**src/rtl/naive_bus_arbiter2_pkg.sv**
```systemverilog
// Shared definitions for naive_bus arbiters: operation kinds, master count
// and a generic round-robin pick usable by wider arbiters.
package nb_arb_pkg;

  typedef enum logic [1:0] {
    NB_IDLE = 2'd0,
    NB_RD   = 2'd1,
    NB_WR   = 2'd2
  } nb_op_e;

  localparam int NB_MASTERS = 2;
  localparam int NB_IDX_W   = (NB_MASTERS > 1) ? $clog2(NB_MASTERS) : 1;

  // One-hot pick of the first requester found after 'last', wrapping around.
  function automatic logic [NB_MASTERS-1:0] rr_pick(
    input logic [NB_MASTERS-1:0] want,
    input logic [NB_IDX_W-1:0]   last
  );
    logic [NB_MASTERS-1:0] pick;
    logic [NB_IDX_W-1:0]   idx;
    pick = '0;
    for (int k = 1; k <= NB_MASTERS; k++) begin
      idx = NB_IDX_W'((int'(last) + k) % NB_MASTERS);
      if (want[idx] && (pick == '0)) begin
        pick[idx] = 1'b1;
      end
    end
    return pick;
  endfunction

endpackage

```
**src/rtl/naive_bus_arbiter2_if.sv**
```systemverilog
// naive_bus: split read/write request channels with same-cycle grants and
// one-cycle read data.
interface naive_bus;

  logic        rd_req;
  logic [3:0]  rd_be;
  logic [31:0] rd_addr;
  logic        rd_gnt;
  logic [31:0] rd_data;
  logic        wr_req;
  logic [3:0]  wr_be;
  logic [31:0] wr_addr;
  logic [31:0] wr_data;
  logic        wr_gnt;

  modport master (
    output rd_req, rd_be, rd_addr,
    input  rd_gnt, rd_data,
    output wr_req, wr_be, wr_addr, wr_data,
    input  wr_gnt
  );

  modport slave (
    input  rd_req, rd_be, rd_addr,
    output rd_gnt, rd_data,
    input  wr_req, wr_be, wr_addr, wr_data,
    output wr_gnt
  );

endinterface

```
**src/rtl/naive_bus_arbiter2_rr_pick.sv**
```systemverilog
// Combinational master selector: round-robin after the last winner, or
// lowest index always wins when FIXED_PRIO is set.
module nb_rr_pick
  import nb_arb_pkg::*;
#(
  parameter int FIXED_PRIO = 0
) (
  input  logic [NB_MASTERS-1:0] want,
  input  logic [NB_IDX_W-1:0]   last_winner,
  output logic [NB_MASTERS-1:0] sel
);

  if (FIXED_PRIO != 0) begin : g_fixed
    // Isolating the lowest set bit gives master 0 precedence.
    assign sel = want & (~want + NB_MASTERS'(1));
  end else begin : g_rr
    assign sel = rr_pick(want, last_winner);
  end

endmodule

```
**src/rtl/naive_bus_arbiter2.sv**
```systemverilog
// Two-master to one-slave naive_bus arbiter: one transaction per cycle, read
// data steered back to the master that issued the read.
module naive_bus_arbiter2
  import nb_arb_pkg::*;
#(
  parameter int FIXED_PRIO = 0,
  parameter int RD_LATENCY = 1
) (
  input  logic          clk,
  input  logic          rst_n,
  naive_bus.slave       m0,
  naive_bus.slave       m1,
  naive_bus.master      s,
  output logic [1:0]    owner_o,
  output logic [15:0]   gnt_cnt0_o,
  output logic [15:0]   gnt_cnt1_o
);

  if (RD_LATENCY != 1) begin : g_bad_latency
    $error("naive_bus_arbiter2: only RD_LATENCY = 1 is supported");
  end

  logic [NB_MASTERS-1:0] want;
  logic [NB_MASTERS-1:0] sel;
  logic [NB_IDX_W-1:0]   last_winner;
  logic [1:0]            owner;
  logic [15:0]           gnt_cnt0;
  logic [15:0]           gnt_cnt1;
  nb_op_e                op;
  logic                  rd_acc;
  logic                  wr_acc;

  assign want = {m1.rd_req | m1.wr_req, m0.rd_req | m0.wr_req};

  nb_rr_pick #(
    .FIXED_PRIO (FIXED_PRIO)
  ) u_pick (
    .want        (want),
    .last_winner (last_winner),
    .sel         (sel)
  );

  // A master asserting both requests gets its read forwarded first.
  always_comb begin
    op        = NB_IDLE;
    s.rd_req  = 1'b0;
    s.rd_be   = '0;
    s.rd_addr = '0;
    s.wr_req  = 1'b0;
    s.wr_be   = '0;
    s.wr_addr = '0;
    s.wr_data = '0;
    if (sel[0]) begin
      if (m0.rd_req) begin
        op        = NB_RD;
        s.rd_req  = 1'b1;
        s.rd_be   = m0.rd_be;
        s.rd_addr = m0.rd_addr;
      end else begin
        op        = NB_WR;
        s.wr_req  = 1'b1;
        s.wr_be   = m0.wr_be;
        s.wr_addr = m0.wr_addr;
        s.wr_data = m0.wr_data;
      end
    end else if (sel[1]) begin
      if (m1.rd_req) begin
        op        = NB_RD;
        s.rd_req  = 1'b1;
        s.rd_be   = m1.rd_be;
        s.rd_addr = m1.rd_addr;
      end else begin
        op        = NB_WR;
        s.wr_req  = 1'b1;
        s.wr_be   = m1.wr_be;
        s.wr_addr = m1.wr_addr;
        s.wr_data = m1.wr_data;
      end
    end
  end

  assign m0.rd_gnt = sel[0] & (op == NB_RD) & s.rd_gnt;
  assign m0.wr_gnt = sel[0] & (op == NB_WR) & s.wr_gnt;
  assign m1.rd_gnt = sel[1] & (op == NB_RD) & s.rd_gnt;
  assign m1.wr_gnt = sel[1] & (op == NB_WR) & s.wr_gnt;

  assign rd_acc = s.rd_req & s.rd_gnt;
  assign wr_acc = s.wr_req & s.wr_gnt;

  // last_winner only moves on accepted transfers so a stalled request keeps
  // its selection; owner marks who receives next cycle's read data.
  always_ff @(posedge clk or negedge rst_n) begin
    if (!rst_n) begin
      last_winner <= NB_IDX_W'(1);
      owner       <= 2'b00;
      gnt_cnt0    <= 16'd0;
      gnt_cnt1    <= 16'd0;
    end else begin
      if (rd_acc | wr_acc) begin
        last_winner <= NB_IDX_W'(sel[1]);
        if (sel[0]) gnt_cnt0 <= gnt_cnt0 + 16'd1;
        if (sel[1]) gnt_cnt1 <= gnt_cnt1 + 16'd1;
      end
      owner <= rd_acc ? sel : 2'b00;
    end
  end

  assign m0.rd_data = owner[0] ? s.rd_data : 32'd0;
  assign m1.rd_data = owner[1] ? s.rd_data : 32'd0;

  assign owner_o    = owner;
  assign gnt_cnt0_o = gnt_cnt0;
  assign gnt_cnt1_o = gnt_cnt1;

endmodule

```
**src/flat_wrapper.sv**
```systemverilog
// flat-port wrapper written by rule: the top's interface ports become plain ports
module naive_bus_arbiter2_flat import nb_arb_pkg::*;
#(
  parameter int FIXED_PRIO = 0,
  parameter int RD_LATENCY = 1
)
  (clk, rst_n, owner_o, gnt_cnt0_o, gnt_cnt1_o, m0_rd_req, m0_rd_be, m0_rd_addr, m0_rd_gnt, m0_rd_data, m0_wr_req, m0_wr_be, m0_wr_addr, m0_wr_data, m0_wr_gnt, m1_rd_req, m1_rd_be, m1_rd_addr, m1_rd_gnt, m1_rd_data, m1_wr_req, m1_wr_be, m1_wr_addr, m1_wr_data, m1_wr_gnt, s_rd_req, s_rd_be, s_rd_addr, s_rd_gnt, s_rd_data, s_wr_req, s_wr_be, s_wr_addr, s_wr_data, s_wr_gnt);
  naive_bus m0_i ();
  naive_bus m1_i ();
  naive_bus s_i ();
  input  logic clk;
  input  logic rst_n;
  output logic [1:0] owner_o;
  output logic [15:0] gnt_cnt0_o;
  output logic [15:0] gnt_cnt1_o;
  input wire logic [$bits(m0_i.rd_req)-1:0] m0_rd_req;
  input wire logic [$bits(m0_i.rd_be)-1:0] m0_rd_be;
  input wire logic [$bits(m0_i.rd_addr)-1:0] m0_rd_addr;
  output wire logic [$bits(m0_i.rd_gnt)-1:0] m0_rd_gnt;
  output wire logic [$bits(m0_i.rd_data)-1:0] m0_rd_data;
  input wire logic [$bits(m0_i.wr_req)-1:0] m0_wr_req;
  input wire logic [$bits(m0_i.wr_be)-1:0] m0_wr_be;
  input wire logic [$bits(m0_i.wr_addr)-1:0] m0_wr_addr;
  input wire logic [$bits(m0_i.wr_data)-1:0] m0_wr_data;
  output wire logic [$bits(m0_i.wr_gnt)-1:0] m0_wr_gnt;
  input wire logic [$bits(m1_i.rd_req)-1:0] m1_rd_req;
  input wire logic [$bits(m1_i.rd_be)-1:0] m1_rd_be;
  input wire logic [$bits(m1_i.rd_addr)-1:0] m1_rd_addr;
  output wire logic [$bits(m1_i.rd_gnt)-1:0] m1_rd_gnt;
  output wire logic [$bits(m1_i.rd_data)-1:0] m1_rd_data;
  input wire logic [$bits(m1_i.wr_req)-1:0] m1_wr_req;
  input wire logic [$bits(m1_i.wr_be)-1:0] m1_wr_be;
  input wire logic [$bits(m1_i.wr_addr)-1:0] m1_wr_addr;
  input wire logic [$bits(m1_i.wr_data)-1:0] m1_wr_data;
  output wire logic [$bits(m1_i.wr_gnt)-1:0] m1_wr_gnt;
  output wire logic [$bits(s_i.rd_req)-1:0] s_rd_req;
  output wire logic [$bits(s_i.rd_be)-1:0] s_rd_be;
  output wire logic [$bits(s_i.rd_addr)-1:0] s_rd_addr;
  input wire logic [$bits(s_i.rd_gnt)-1:0] s_rd_gnt;
  input wire logic [$bits(s_i.rd_data)-1:0] s_rd_data;
  output wire logic [$bits(s_i.wr_req)-1:0] s_wr_req;
  output wire logic [$bits(s_i.wr_be)-1:0] s_wr_be;
  output wire logic [$bits(s_i.wr_addr)-1:0] s_wr_addr;
  output wire logic [$bits(s_i.wr_data)-1:0] s_wr_data;
  input wire logic [$bits(s_i.wr_gnt)-1:0] s_wr_gnt;
  assign m0_i.rd_req = m0_rd_req;
  assign m0_i.rd_be = m0_rd_be;
  assign m0_i.rd_addr = m0_rd_addr;
  assign m0_rd_gnt = m0_i.rd_gnt;
  assign m0_rd_data = m0_i.rd_data;
  assign m0_i.wr_req = m0_wr_req;
  assign m0_i.wr_be = m0_wr_be;
  assign m0_i.wr_addr = m0_wr_addr;
  assign m0_i.wr_data = m0_wr_data;
  assign m0_wr_gnt = m0_i.wr_gnt;
  assign m1_i.rd_req = m1_rd_req;
  assign m1_i.rd_be = m1_rd_be;
  assign m1_i.rd_addr = m1_rd_addr;
  assign m1_rd_gnt = m1_i.rd_gnt;
  assign m1_rd_data = m1_i.rd_data;
  assign m1_i.wr_req = m1_wr_req;
  assign m1_i.wr_be = m1_wr_be;
  assign m1_i.wr_addr = m1_wr_addr;
  assign m1_i.wr_data = m1_wr_data;
  assign m1_wr_gnt = m1_i.wr_gnt;
  assign s_rd_req = s_i.rd_req;
  assign s_rd_be = s_i.rd_be;
  assign s_rd_addr = s_i.rd_addr;
  assign s_i.rd_gnt = s_rd_gnt;
  assign s_i.rd_data = s_rd_data;
  assign s_wr_req = s_i.wr_req;
  assign s_wr_be = s_i.wr_be;
  assign s_wr_addr = s_i.wr_addr;
  assign s_wr_data = s_i.wr_data;
  assign s_i.wr_gnt = s_wr_gnt;
  naive_bus_arbiter2 #(.FIXED_PRIO(FIXED_PRIO), .RD_LATENCY(RD_LATENCY)) u_core (.clk(clk), .rst_n(rst_n), .m0(m0_i), .m1(m1_i), .s(s_i), .owner_o(owner_o), .gnt_cnt0_o(gnt_cnt0_o), .gnt_cnt1_o(gnt_cnt1_o));
endmodule
```
**config.mk**
```make
export PLATFORM = sky130hd
export DESIGN_NAME = naive_bus_arbiter2_flat
export DESIGN_NICKNAME = d
export VERILOG_FILES = /design/src/rtl/naive_bus_arbiter2_pkg.sv /design/src/rtl/naive_bus_arbiter2_if.sv /design/src/rtl/naive_bus_arbiter2_rr_pick.sv /design/src/rtl/naive_bus_arbiter2.sv /design/src/flat_wrapper.sv
export SDC_FILE = /design/constraint.sdc
export NUM_CORES = 1
export LEC_CHECK = 0
export BUFFER_PORTS_ARGS = -buffer_cell sky130_fd_sc_hd__buf_2
export CAP_MARGIN = 20
export CORE_AREA = 2 2 178 180
export CTS_CLUSTER_DIAMETER = 100
export DETAILED_ROUTE_END_ITERATION = 8
export DIE_AREA = 0 0 180 182
export PLACE_DENSITY = 0.44
export SYNTH_ARGS = -nofsm -noshare
export SYNTH_HDL_FRONTEND = slang
export SYNTH_SLANG_ARGS = --single-unit
```
**constraint.sdc**
```tcl
create_clock -name clk -period 2 [get_ports clk]
set_clock_uncertainty 0.05 [all_clocks]
set_input_delay 0.2 -clock clk [delete_from_list [all_inputs] [get_ports clk]]
set_output_delay 0.2 -clock clk [all_outputs]
set_load 0.02 [all_outputs]
```
; Word-level counts from Yosys, hierarchy flattened
; Index checks and enable logic that the tools add are counted.
[word_totals]
register_bits = 35
input_bits = 248
[classes]
n_addsub = 4
magnitude_cmp = 4
n_eq_ne = 2
n_mux = 45
bitwise = 14
n_reduce_logical = 6
[op_table]
columns = operator, n
row1 = 32-bit two-way mux, 14
row2 = 16-bit by 1-bit adder with 16-bit output (second input constant), 2
row3 = 4-bit two-way mux, 8
row4 = 1-bit two-way mux, 14
row5 = 2-bit two-way mux, 7
row6 = 1-bit AND, 10
row7 = 1-bit by 2-bit less-than comparator with 1-bit output (second input constant), 2
row8 = 2-bit AND reduction, 2
row9 = 1-bit logical AND, 3
row10 = 1-bit bitwise OR, 3
row11 = 1-bit adder (second input constant), 2
row12 = 1-bit demux with 1-bit select, 2
row13 = 2-bit by 1-bit == test with 1-bit output (second input constant), 1
row14 = 2-bit == test (second input constant), 1
row15 = 1-bit greater-or-equal comparator (second input constant), 2
row16 = 2-bit zero test, 1
row17 = 2-bit bitwise OR, 1

; Depth between registers and ports, before layout
[logic_depth]
ltp_word = 14
depth_mapped = 7

; By module
; A second synthesis with hierarchy kept.
[hier_totals]
cells_unflattened = 353
hier_area_um2 = 3143.0
[modules_own_cells]
columns = module, n_inst, cells_per_inst, area_per_inst_um2, seq_area_each_um2
row1 = naive_bus_arbiter2, 1, 350, 3124.2, 877.1
row2 = nb_rr_pick, 1, 3, 18.8, 0.0

; Worst setup path before layout
; No wires, ideal clock.
[synth_path]
kind = register to register
start = register u_core.last_winner
end = register u_core.gnt_cnt0[6], in the netlist u_core.gnt_cnt0_o[6]
setup_time_ns = 0.131
arrival_time_ns = 1.814
setup_slack_ns = 0.005
path_stages_with_launch = 6
path_buffers = 0
period_less_slack_ns = 1.995
cell_sequence = dfstp_2 o21ba_2 o32ai_2 a2bb2oi_2 or4b_1 xnor2_1
[synth_via]
elab_chain_cells = 14
[synth_rtl]
columns = element, line_no
row1 = "start, declared", naive_bus_arbiter2.sv:25  ; logic [NB_IDX_W-1:0] last_winner;
row2 = "start signal, assigned", naive_bus_arbiter2.sv:100  ; last_winner <= NB_IDX_W'(sel[1]);
row3 = 1-bit adder, naive_bus_arbiter2_pkg.sv:23  ; idx = NB_IDX_W'((int'(last) + k) % NB_MASTERS);
row4 = 1-bit by 2-bit less-than comparator with 1-bit output (implied by the code) or 1-bit greater-or-equal comparator (tied branches), naive_bus_arbiter2_pkg.sv:25  ; pick[idx] = 1'b1;
row5 = 1-bit logical AND (implied by the code), naive_bus_arbiter2_pkg.sv:25
row6 = 1-bit two-way mux (implied by the code), naive_bus_arbiter2_pkg.sv:25
row7 = 1-bit demux with 1-bit select, naive_bus_arbiter2_pkg.sv:25
row8 = 2-bit two-way mux, naive_bus_arbiter2_pkg.sv:24  ; if (want[idx] && (pick == '0)) begin
row9 = 2-bit zero test, naive_bus_arbiter2_pkg.sv:24
row10 = 1-bit logical AND, naive_bus_arbiter2_pkg.sv:24
row11 = 2-bit two-way mux *, naive_bus_arbiter2_pkg.sv:24
row12 = 1-bit two-way mux, naive_bus_arbiter2.sv:66  ; end else if (sel[1]) begin
row13 = 1-bit two-way mux *, naive_bus_arbiter2.sv:53  ; if (sel[0]) begin
row14 = net s_wr_req, flat_wrapper.sv:41  ; output wire logic [$bits(s_i.wr_req)-1:0] s_wr_req;
row15 = 1-bit AND *, naive_bus_arbiter2.sv:88  ; assign wr_acc = s.wr_req & s.wr_gnt;
row16 = 1-bit bitwise OR *, naive_bus_arbiter2.sv:99  ; if (rd_acc | wr_acc) begin
row17 = 2-bit AND reduction (no line) *, n/a
row18 = "end signal, assigned", naive_bus_arbiter2.sv:101  ; if (sel[0]) gnt_cnt0 <= gnt_cnt0 + 16'd1;
row19 = "end, declared", naive_bus_arbiter2.sv:27  ; logic [15:0] gnt_cnt0;
; The timed path passes the listed nets; every way through them passes the cells marked *. The select of a mux whose other input is x is not followed.
; A chain may end at the register's enable or synchronous reset.

; Worst setup path in the final report
[layout_path]
start = register u_core.last_winner
end = output port s_wr_data[7]
[layout_via]
elab_chain_cells = 11
[layout_rtl]
columns = element, line_no
row1 = 1-bit adder, naive_bus_arbiter2_pkg.sv:23
row2 = 1-bit by 2-bit less-than comparator with 1-bit output (implied by the code) or 1-bit greater-or-equal comparator (tied branches), naive_bus_arbiter2_pkg.sv:25
row3 = 1-bit logical AND (implied by the code), naive_bus_arbiter2_pkg.sv:25
row4 = 1-bit two-way mux (implied by the code), naive_bus_arbiter2_pkg.sv:25
row5 = 1-bit demux with 1-bit select, naive_bus_arbiter2_pkg.sv:25
row6 = 2-bit two-way mux, naive_bus_arbiter2_pkg.sv:24
row7 = 2-bit zero test, naive_bus_arbiter2_pkg.sv:24
row8 = 1-bit logical AND, naive_bus_arbiter2_pkg.sv:24
row9 = 2-bit two-way mux *, naive_bus_arbiter2_pkg.sv:24
row10 = 32-bit two-way mux, naive_bus_arbiter2.sv:66
row11 = 32-bit two-way mux *, naive_bus_arbiter2.sv:53
row12 = "end, declared", flat_wrapper.sv:44  ; output wire logic [$bits(s_i.wr_data)-1:0] s_wr_data;
; Every way passes the cells marked *; elsewhere a longest branch is shown, timed or not. The select of a mux whose other input is x is not followed.

==> metrics.yaml <==
synth:
  synth_top_area_cell: "a22o_1"
  synth_area_per_cell_um2: 8.693
  synth_top_area_share: 0.2879
  syn-cell-area_um2: 3164
  syn-num-nets: 614
  ys_types: 35
  yosysWarningCount: 0
  ys_seq_elements: 35
  synth-async-reset-ratio: 1.000
  syn-instance-count: 364
  ys_seq_area_frac: 0.2772
  synth-edff-count: 0
  synthFlopType: "dfrtp_1"
  synthTopCellsByArea: "a22o_1, dfrtp_1, and2_1, xnor2_1, xor2_1"
place:
  post-dp-hpwl_mm: 15.15
  globalplace.congestion: 0.7764
  io_buffers: 455
  dp.cells: 1214
timing:
  slew_headroom: 0.4517
  rsz0062_at_grt: "true"
  finalCritPeriodShare: 1.091
  fin_crit_ns: 2.182
  max_freq_ghz: 0.4582
  setup_viol: 110
  final_max_slew_viol_count: 0
  final_hold_viol_count: 34
  worst_pin_slew_ns: 0.8224
  whs_ns: -0.03020
  setup_ws_ns: -0.1822
routing:
  drtIter0Drc: 204
  drc_errors: 0
  wire_per_inst_um: 16.58
  ant_nets: 0
  dr.pass1.iters: 4
  vias_per_cell: 3.940
  routed_wl_mm: 20.61
  vias: 4898
pwr:
  max-vdd-ir-drop_mv: 0.3508
  switching_share: 0.4370
  p_int_mw: 2.891
  power_density_nw_per_um2: 708.3
  clkPwrFrac: 0.145
  p_leak_nw: 3.899
  seq_power_share: 0.191
  power_mw: 5.135
  p_comb_frac: 0.664
  netSwitchingPower_mw: 2.244
clock_network:
  cts-root-buf: "clkbuf_16"
  clock_path_buffers: 2
  clock-sinks: 35
  h-tree-depth: 2
  cts_buffers: 5
  hold_buffers: 0
  tritoncts: "done"
  clk_pin_slew_ns: 0.05
  clk_latency_ns: 0.28
setup_path:
  cp-end-kind: "output port"
  required_ns: 1.75
  worstSetupPathType: "flop to output port"
  reg2reg_setup_slack_ns: -0.09
  cp_max_fo: 9
  cp_data_arrival_time_ns: 1.93
  worst_r2r_startpoint: "u_core.last_winner"
  ff2ff_path_depth: 9
  r2r-end: "u_core.gnt_cnt0_o[15]"
  start_kind: "flop"
global_routing:
  grt_use_met2: 0.1980
  grt_use_met3: 0.02567
  grt_pass1_wl_mm: 28.50
  top_usage_layer: "met2"
  overflow: 0
  grt_pass1_vias: 4691
  antenna_found_initial: 2
  groute.usage.overall: 0.1123
  met1_usage: 0.1406
  grt_max_degree: 38
final_layout:
  post-route-util: 0.2340
  drive_gt1_frac: 0.6317
  final_nets: 1088
  fin_cells: 1243
  synthToLayoutAreaGrowth_pct: 129.1
outcome:
  violations: "hold timing, setup timing"
  outcome: "finished with violations"
hold_path:
  min_path_type: "input pin to async pin"
die:
  rows: 65
  start_util: 0.1021
  die_height_um: 182
  die_x_um: 180
  dieArea_um2: 32760
  pin_count: 456
  coreArea_um2: 30990
flow_run:
  cap_violations: 0
## critical path: stages, from the launching register on
cell and delay (ns):
dfstp_2 0.56, buf_6 0.10, o21a_1 0.14, buf_6 0.12
nor3_4 0.04, buf_12 0.16, buf_16 0.15, a22o_1 0.20
buf_2 0.16
## cell type report
class | instances | area [µm²]
Antenna cell | 2 | 5.005
Clock buffer | 7 | 132.6
Clock inverter | 1 | 5.005
Fill cell | 3434 | 23740
Inverter | 3 | 11.26
Multi-Input combinational cell | 295 | 2273
Sequential cell | 35 | 877.1
Tap cell | 402 | 503.0
Timing Repair Buffer | 498 | 3442
## cell usage in the layout (no fill, tap or decap), types with 2 or more instances in the layout
cell type,n
buf_2,363
a22o_1,97
buf_6,75
and2_1,69
buf_4,40
dfrtp_1,34
xnor2_1,17
nand2_1,16
xor2_1,13
nand3_1,12
nor3_1,10
buf_16,10
nand4_1,8
a22o_4,7
clkbuf_16,7
buf_12,7
and3_1,6
nor2_1,5
or2_2,3
nor4_2,3
diode_2,2
o21ai_0,2
nand2b_1,2
inv_1,2
o21ai_1,2
mux2_2,2
nor4_1,2
or3_1,2
ha_1,2
clkbuf_1,2
## how the worst max path moves through the flow
stage | startpoint | to | cells after the start
3_3_place_gp | u_core.last_winner | s_wr_data[26] | 6
5_1_grt | u_core.last_winner | s_wr_data[11] | 8
3_5_place_dp | u_core.last_winner | s_wr_data[24] | 6
2_1_floorplan | u_core.last_winner | u_core.gnt_cnt0_o[6] | 5
6_report | u_core.last_winner | s_wr_data[7] | 8
4_1_cts | u_core.last_winner | s_wr_addr[21] | 8
## sequential cells by signal (all words and copies together), names as in the netlist
name	cells
u_core.gnt_cnt1_o	16
u_core.owner_o	2
u_core.gnt_cnt0_o	16
u_core.last_winner	1
## timing repair
action                     4_1_cts  5_1_grt
resized for setup              156       39
gates cloned                     9        3
setup endpoints to repair      107      121
pin swaps                       13       16
buffers inserted                 7        1
## power groups by stage
stage	logic (mW)	registers, mW	clock network, mW
floorplan	1.39	1.13	0
global placement	2.78	0.982	0
detailed placement	2.77	0.992	0
CTS	3.32	0.982	0.769
global route	3.63	1.01	0.796
finish	3.41	0.982	0.745
## synthesized netlist by cell type, types with 8 or more instances
cell / number
nand2_1: 16
dfrtp_1: 34
clkbuf_1: 21
a22o_1: 104
xnor2_1: 17
nand3_1: 12
and2_1: 70
nor3_1: 12
xor2_1: 13
nand4_1: 8
## through the flow
step | setup TNS, ns | setup WS [ns] | cell area [µm²] | hold slack, ns
3_5_place_dp | -0.1077 | -0.03716 | 6078 | 0.3021
5_1_grt | -21.87 | -0.2409 | 7244 | 0.04157
3_3_place_gp | -0.04876 | -0.02106 | 6078 | 0.3027
4_1_cts | -15.19 | -0.1794 | 7052 | 0.01033
2_1_floorplan | 0 | 0.004751 | 3164 | -0.1456
6_report | -13.53 | -0.1822 | 7249 | -0.03020
## cells by family (layout without fill, tap and decap cells)
kind of cell | count (synthesis) | count (layout) | synth area share
buf+inv | 34 | 509 | 0.04191
fa+ha+maj | 2 | 2 | 0.007907
mux | 2 | 2 | 0.007117
flops | 35 | 35 | 0.2772
simple gates | 146 | 146 | 0.2653
xor+xnor | 30 | 30 | 0.08304
other cells | 0 | 2 | 0
compound gates | 115 | 115 | 0.3175
## metal layers
layer / share of wire / vias up
met3: 0.086 / 13
li1: - / 2316
met1: 0.41 / 2255
met4: 0.011 / 0
met5: 0 / -
met2: 0.50 / 314
Note: power is estimated with default switching activity, not from simulation.
